**config.mk**
```make
export PLATFORM = sky130hd
export DESIGN_NAME = regfile_writeback_queue
export DESIGN_NICKNAME = d
export VERILOG_FILES = /design/src/rtl/regfile_writeback_queue.sv
export SDC_FILE = /design/constraint.sdc
export NUM_CORES = 1
export LEC_CHECK = 0
export ABC_AREA = 0
export CORE_MARGIN = 1.5
export CORE_UTILIZATION = 56
export CTS_CLUSTER_SIZE = 40
export DETAILED_ROUTE_END_ITERATION = 10
export MAX_ROUTING_LAYER = met4
export PLACE_DENSITY = 0.9
export SLEW_MARGIN = 15
export SYNTH_ARGS = -nofsm -noshare
export SYNTH_HDL_FRONTEND = slang
export SYNTH_SLANG_ARGS = --single-unit
export TNS_END_PERCENT = 100
```
**constraint.sdc**
```tcl
create_clock -name clk -period 4.1 [get_ports clk]
set_clock_uncertainty 0.2 [all_clocks]
set_input_delay 0.82 -clock clk [delete_from_list [all_inputs] [get_ports clk]]
set_output_delay 0.82 -clock clk [all_outputs]
set_load 0.05 [all_outputs]
```
**src/rtl/regfile_writeback_queue.sv**
```systemverilog
// Write-back queue in front of the register file write port: buffers results,
// drains one per cycle, and forwards the youngest pending value to both readers.
module regfile_writeback_queue #(
    parameter int DEPTH  = 4,
    parameter int DATA_W = 32,
    parameter int ADDR_W = 5
) (
    input  logic                      clk,
    input  logic                      reset,
    input  logic                      in_valid,
    output logic                      in_ready,
    input  logic [ADDR_W-1:0]         in_reg,
    input  logic [DATA_W-1:0]         in_data,
    output logic [ADDR_W-1:0]         write_reg,
    output logic [DATA_W-1:0]         write_data,
    output logic                      regwrite_con,
    input  logic [ADDR_W-1:0]         read_reg1,
    input  logic [ADDR_W-1:0]         read_reg2,
    output logic                      fwd1_hit,
    output logic [DATA_W-1:0]         fwd1_data,
    output logic                      fwd2_hit,
    output logic [DATA_W-1:0]         fwd2_data,
    output logic [$clog2(DEPTH):0]    count
);

    localparam int PTR_W = $clog2(DEPTH);
    localparam int CNT_W = PTR_W + 1;

    logic [ADDR_W-1:0] mem_reg_q  [DEPTH];
    logic [ADDR_W-1:0] mem_reg_d  [DEPTH];
    logic [DATA_W-1:0] mem_data_q [DEPTH];
    logic [DATA_W-1:0] mem_data_d [DEPTH];

    logic [PTR_W-1:0]  wr_ptr_q, wr_ptr_d;
    logic [PTR_W-1:0]  rd_ptr_q, rd_ptr_d;
    logic [CNT_W-1:0]  count_q, count_d;
    logic              regwrite_q, regwrite_d;
    logic [ADDR_W-1:0] wreg_q, wreg_d;
    logic [DATA_W-1:0] wdata_q, wdata_d;

    logic              push;
    logic              pop;
    logic [PTR_W-1:0]  idx;

    // Readiness depends only on registered occupancy, so a full queue refuses
    // a request even on the edge where the head drains.
    assign in_ready = (count_q != CNT_W'(DEPTH));
    assign pop      = (count_q != '0);
    // Writes to register zero complete the handshake but are never stored.
    assign push     = in_valid && in_ready && (in_reg != '0);

    assign count        = count_q;
    assign regwrite_con = regwrite_q;
    assign write_reg    = wreg_q;
    assign write_data   = wdata_q;

    always_comb begin
        mem_reg_d  = mem_reg_q;
        mem_data_d = mem_data_q;
        wr_ptr_d   = wr_ptr_q;
        rd_ptr_d   = rd_ptr_q;
        count_d    = count_q;
        regwrite_d = 1'b0;
        wreg_d     = wreg_q;
        wdata_d    = wdata_q;

        if (push) begin
            mem_reg_d[wr_ptr_q]  = in_reg;
            mem_data_d[wr_ptr_q] = in_data;
            wr_ptr_d             = wr_ptr_q + PTR_W'(1);
        end

        if (pop) begin
            regwrite_d = 1'b1;
            wreg_d     = mem_reg_q[rd_ptr_q];
            wdata_d    = mem_data_q[rd_ptr_q];
            rd_ptr_d   = rd_ptr_q + PTR_W'(1);
        end

        case ({push, pop})
            2'b10:   count_d = count_q + CNT_W'(1);
            2'b01:   count_d = count_q - CNT_W'(1);
            default: count_d = count_q;
        endcase
    end

    always_ff @(posedge clk) begin
        if (reset) begin
            wr_ptr_q   <= '0;
            rd_ptr_q   <= '0;
            count_q    <= '0;
            regwrite_q <= 1'b0;
            wreg_q     <= '0;
            wdata_q    <= '0;
        end else begin
            wr_ptr_q   <= wr_ptr_d;
            rd_ptr_q   <= rd_ptr_d;
            count_q    <= count_d;
            regwrite_q <= regwrite_d;
            wreg_q     <= wreg_d;
            wdata_q    <= wdata_d;
        end
    end

    // Storage contents are qualified by the pointers and count, so no reset.
    always_ff @(posedge clk) begin
        mem_reg_q  <= mem_reg_d;
        mem_data_q <= mem_data_d;
    end

    // Scan oldest to youngest and let later matches overwrite earlier ones, so
    // the youngest pending write wins; the output stage is older than any entry.
    always_comb begin
        fwd1_hit  = 1'b0;
        fwd1_data = '0;
        fwd2_hit  = 1'b0;
        fwd2_data = '0;
        idx       = '0;

        if (regwrite_q && (read_reg1 != '0) && (wreg_q == read_reg1)) begin
            fwd1_hit  = 1'b1;
            fwd1_data = wdata_q;
        end
        if (regwrite_q && (read_reg2 != '0) && (wreg_q == read_reg2)) begin
            fwd2_hit  = 1'b1;
            fwd2_data = wdata_q;
        end

        for (int i = 0; i < DEPTH; i++) begin
            idx = rd_ptr_q + PTR_W'(i);
            if (CNT_W'(i) < count_q) begin
                if ((read_reg1 != '0) && (mem_reg_q[idx] == read_reg1)) begin
                    fwd1_hit  = 1'b1;
                    fwd1_data = mem_data_q[idx];
                end
                if ((read_reg2 != '0) && (mem_reg_q[idx] == read_reg2)) begin
                    fwd2_hit  = 1'b1;
                    fwd2_data = mem_data_q[idx];
                end
            end
        end
    end

endmodule

```
== After elaboration in Yosys (flattened, before gate mapping) ==
Index checks and enable logic that the tools add are counted.
Storage, ports and cells
  input port bits: 50
  register bits: 193
Operators by class
  mux-type cells: 68
  reduce and logical (&&, ||, !) cells: 20
  bitwise operators: 5
  $add $sub $neg: 6
  magnitude comparators: 10
  equal/unequal tests: 13
Operators by type and width (number)
  2-to-1 mux 32 bit: 27
  binary-select mux 32 bit (select 2 bit): 4
  bitwise mux 128 bit: 1
  demux 32 bit (select 2 bit): 1
  equality test 5 bit: 10
  2-to-1 mux 5 bit: 9
  binary-select mux 5 bit (select 2 bit): 4
  bitwise mux 20 bit: 1
  2-to-1 mux 1 bit: 19
  >= comparator 3 bit (second input constant): 5
  logical AND 1 bit: 15
  inverter 2 -> 3 bit: 5
  nonzero test 5 bit: 3
  demux 5 bit (select 2 bit): 1
  < comparator 1 x 3 -> 1 bit (first input constant): 2
  < comparator 2 x 3 -> 1 bit (first input constant): 2
  case mux 3 bit (2 select lines): 1
  adder 2 x 1 -> 2 bit (second input constant): 2
  adder 2 bit (second input constant): 2
  adder 3 x 1 -> 3 bit (second input constant): 1
  < comparator 3 x 1 -> 1 bit (second input constant): 1
  inequality test 3 bit (second input constant): 1
  nonzero test 3 bit: 1
  subtractor 3 x 1 -> 3 bit (second input constant): 1
  other kinds (3): 3

== Longest topological paths before layout ==
  depth after elaboration: 14
  depth in mapped cells: 12
  depth with buffers taken out: 10

== Worst setup path after synthesis ==
Ideal clock, no wire load.
  kind: input -> output
  start point: in read_reg2[0]
  end point: out fwd2_data[0]
  cell stages on the path: 8
  path slack: -0.550 ns
  arrival time: 3.630 ns
  path through: clkbuf_1 nor3_1 and2_1 nor4_1 o21a_1 buf_1 a221oi_1 o31ai_1
Between the ends
  word-level cells in the longest chain between the ends: 12
  elaborated cells between the ends (all ways): 21
  those cells by class: eq/ne: 5; mux: 9; reduce/logical: 7
Ends and longest elaborated chain
  start: declaration: RTL line 18  | input logic [ADDR_W-1:0] read_reg2,
  nonzero test 5 bit: RTL line 124, 136
  logical AND 1 bit (2 in series): RTL line 124  | if (regwrite_q && (read_reg2 != '0) && (wreg_q == read_reg2)) begin
  2-to-1 mux 32 bit: RTL line 124
  2-to-1 mux 32 bit: RTL line 136  | if ((read_reg2 != '0) && (mem_reg_q[idx] == read_reg2)) begin
  2-to-1 mux 32 bit: RTL line 131  | if (CNT_W'(i) < count_q) begin
  2-to-1 mux 32 bit: RTL line 136
  2-to-1 mux 32 bit: RTL line 131
  2-to-1 mux 32 bit: RTL line 136
  2-to-1 mux 32 bit: RTL line 131
  2-to-1 mux 32 bit: RTL line 136
  2-to-1 mux 32 bit (*): RTL line 131
  end: declaration: RTL line 22  | output logic [DATA_W-1:0] fwd2_data,
Every way passes the cells marked *; elsewhere a longest branch is shown, timed or not.

== Worst setup path after layout ==
  start point: reg rd_ptr_q[0]
  end point: out fwd2_data[24]
Between the ends
  word-level cells in the longest chain between the ends: 14
  elaborated cells between the ends (all ways): 47
  those cells by class: add/sub: 3; eq/ne: 4; mux: 32; bitwise: 4; reduce/logical: 4
Ends and longest elaborated chain
  start: declaration: RTL line 35  | logic [PTR_W-1:0] rd_ptr_q, rd_ptr_d;
  start signal: assignment: RTL line 97  | rd_ptr_q <= rd_ptr_d;
  branches (longest 13 deep; another with adder 2 x 1 -> 2 bit)
  2-to-1 mux 32 bit (*): RTL line 131
Every way passes the cells marked *. The select of a mux whose other input is x is not followed.

==> summary.txt <==
======================================================================================
Count of yosys warnings during synthesis ................................            0
Weighted congestion reported at the end of routability-driven placement .        0.969
Worst hold slack across all endpoints ...................................     0.320 ns
Number of inserted filler cells in the final layout .....................          940
Critical-path maximum fanout ............................................            7
Buffer and inverter count on the worst path .............................            6
Max-slew violations .....................................................            0
Most instantiated flip-flop cell in the synthesis netlist ...............     edfxtp_1
CTS H-tree lvls .........................................................            4
Launch point of the critical path ....................................... rd_ptr_q[0]$_SDFFE_PP0N_
CP endpoint ............................................................. fwd2_data[24]
Die Y ...................................................................       156 um
Post-synthesis area per instance ........................................     13.0 um2
IO Port Bufs ............................................................          157
Maximum count of clock buffers along a single path ......................            2
Ordered list of cells on the worst path ................................. buf_4 > buf_4 > mux2i_2 > buf_4 > xnor2_1 > nor3_1 > o21ba_4 > buf_6 > a221oi_2 > o31ai_4 > buf_6 > buf_12
Violated checks ......................................................... negative setup slack
Detailed Routing Iterations Pass 1 ......................................           11
Crit-path slowest cell ..................................................       nor3_1
Leakage power total .....................................................      6.34 nW
CTS Root Buffer Type ....................................................    clkbuf_16
Clock net sink count ....................................................          193
Layout overhead on the synthesized area .................................        44.6%
Post-DRT Antenna Nets ...................................................            0
Violation count after the first detailed-routing iteration ..............         2264
Kind of end point of the critical path ..................................  output port
Post-detailed-route wirelength per cell .................................      36.0 um
Layout Utilization ......................................................        0.829
Peak clock frequency supported by timing ................................    0.200 GHz
IO Count ................................................................          158
Die Footprint ...........................................................    24200 um2
Final WL ................................................................      57.6 mm
DR DRC count ............................................................            0
Number of synthesized flops with an enable pin ..........................          148
Worst setup slack after layout ..........................................    -0.908 ns
Flip-flop count of the largest register, all copies and words added .....          128
Hold buffer count at cts ................................................            0
Asr flop ratio synth ....................................................            0
Pin count of the biggest net entering global routing ....................          103
Via count of the first global-routing pass ..............................        12495
Unrepaired setup endpoints after global routing .........................         true
CTS tree ................................................................        built
Number of buffers inserted during clock tree synthesis ..................           17
Number of antenna violations at the first check in global routing .......            1
Top cell family by delay on the critical path ........................... buffers and inverters
Most common cell after layout, fill and taps aside ......................     edfxtp_1
Flip-flop and latch count after synthesis ...............................          193
Actual slew at the worst max-slew pin ...................................      1.21 ns
Cell area power density .................................................   666 nW/um2
Arrival time at the worst endpoint ......................................      3.99 ns
Instance count of the mapped netlist ....................................         1002
CP Depth ................................................................           12
Net count of the mapped netlist .........................................         1060
Internal reg-to-reg setup slack .........................................      1.15 ns
Std-Cell Core Area ......................................................    22800 um2
Total via count in the routed design ....................................        13022
Peak VDD IR .............................................................       490 uV
Final worst path period share ...........................................         1.22
Minimum setup slack after placement .....................................    -0.574 ns
Total gr overflow .......................................................            0
Required time at the worst-slack endpoint ...............................      3.08 ns
Startpoint of the most critical register-to-register path ............... rd_ptr_q[1]$_SDFFE_PP0N_
Biggest register ........................................................   mem_data_q
Finish-stage setup viols ................................................           66
FF-to-FF End ............................................................ write_data[29]$_SDFFE_PP0N_
Worst setup path category ...............................................   reg -> out
Total number of placement rows ..........................................           55
Worst reg-to-reg path cell count ........................................            5
Final-stage net count ...................................................         1330
Final period demand of the worst path ...................................      5.01 ns
Proportion of layout cells with a drive suffix above 1 ..................        0.502
Critical path launch point type .........................................     register
Multi-input gate area in the final layout ...............................     8290 um2
Die width ...............................................................       156 um
Starting density of the core ............................................        0.573
Placed wire-length estimate after detailed placement ....................      27.8 mm
FF+latch area ...........................................................     5350 um2
Total count of hold-check failures in the final report ..................            0
Reg clk slew, reported paths ............................................      0.08 ns
Post-route setup TNS ....................................................    -40.72 ns
Vias per Instance .......................................................         8.14
Leading cell types in the layout, fill and taps excluded ................ edfxtp_1, mux4_2, buf_4
Register area share after synthesis .....................................        0.409
Clock insertion delay at the later pin of the skew report ...............      0.45 ns
Relative slew margins ...................................................        0.194
Max-cap viol count ......................................................            0
Delay of the slowest critical-path stage ................................      0.91 ns
Cell area after technology mapping ......................................    13100 um2
HP Class ................................................................   reg -> reg
First-pass GRT wire length ..............................................      76.5 mm
Total routing resource utilization after global routing .................        0.439
Most repeated library cell on the critical path .........................        buf_4
Yosys cell types ........................................................           54
Outcome ................................................................. finished, violations left
======================================================================================
worst reg2reg max path, cell delays in order, from the launching register on:
cell and delay, ns:
dfxtp_4 0.47, buf_4 0.28, buf_6 0.62, mux4_2 0.49, nand2_1 0.10, a21oi_1 0.61
report_power, final:
group          switching, mW  internal, mW
combinational           4.59          3.22
clock                  0.878         0.875
sequential             0.533          2.48
area by class of cell:
class	instances	area share
inverter	7	0.00139
clock buffer	18	0.0227
multi-input combinational	696	0.439
timing repair buffer	357	0.223
antenna	1	0.000133
clock inverter	14	0.00908
sequential	193	0.283
tap	313	0.0207
stage by stage:
| step | cells | total power, mW | instance area, um2 |
|---|---|---|---|
| floorplan | 1002 | 7.40 | 13400 |
| global placement | 1494 | 9.26 | 16400 |
| detailed placement | 1494 | 9.43 | 16400 |
| CTS | 1573 | 11.7 | 18300 |
| global route | 1599 | 12.8 | 18900 |
| finish | 1599 | 12.6 | 18900 |
cell usage after synthesis (29+ instances only):
master,n,area [um2]
a221o_1,30,300
buf_2,31,155
o31ai_1,32,240
nor2_1,53,199
a221oi_1,32,280
edfxtp_1,148,4440
xnor2_1,36,315
nand2_1,83,312
clkbuf_1,51,191
dfxtp_1,45,901
a22oi_1,36,270
a21oi_1,42,210
a211oi_2,29,363
nor3_1,45,225
a22oi_2,29,363
mux4_2,135,3040
metal layers:
layer  wire length (um)  GRT usage  vias to the layer above
met5                  0          -                        -
met4               5990      0.273                        0
met3               9550      0.122                      587
met2              25000      0.665                     1640
met1              17100      0.522                     6132
li1                   -          -                     4663
repair_timing:
| item | 4_1_cts | 5_1_grt |
|---|---|---|
| pin swaps | 80 | 34 |
| setup buffers | 38 | 26 |
| cloned | 10 | 4 |
| gates resized for setup | 173 | 65 |
| endpoints found under the setup margin | 66 | 66 |
cells by family (layout without fill, tap and decap cells):
group	count (synthesis)	count (layout)	share of synthesized area
buffers and inverters	114	396	0.0456
multiplexers	161	161	0.254
XOR/XNOR	61	61	0.0409
other	0	1	0
AO/OA/AOI/OAI	257	257	0.173
flip-flops	193	193	0.409
AND/OR/NAND/NOR	208	209	0.0700
adder cells (fa/ha/maj)	8	8	0.00767
worst min path at each step:
stage,startpoint,to,cells past startpoint
2_1_floorplan,wr_ptr_q[1]$_SDFFE_PP0P_,wr_ptr_q[1]$_SDFFE_PP0P_,2
3_3_place_gp,write_data[14]$_SDFFE_PP0N_,write_data[14]$_SDFFE_PP0N_,2
3_5_place_dp,write_data[3]$_SDFFE_PP0N_,write_data[3]$_SDFFE_PP0N_,2
4_1_cts,write_data[3]$_SDFFE_PP0N_,write_data[3]$_SDFFE_PP0N_,2
5_1_grt,write_data[3]$_SDFFE_PP0N_,write_data[3]$_SDFFE_PP0N_,2
6_report,write_data[3]$_SDFFE_PP0N_,write_data[3]$_SDFFE_PP0N_,2
Note: power is estimated with default switching activity, not from simulation.
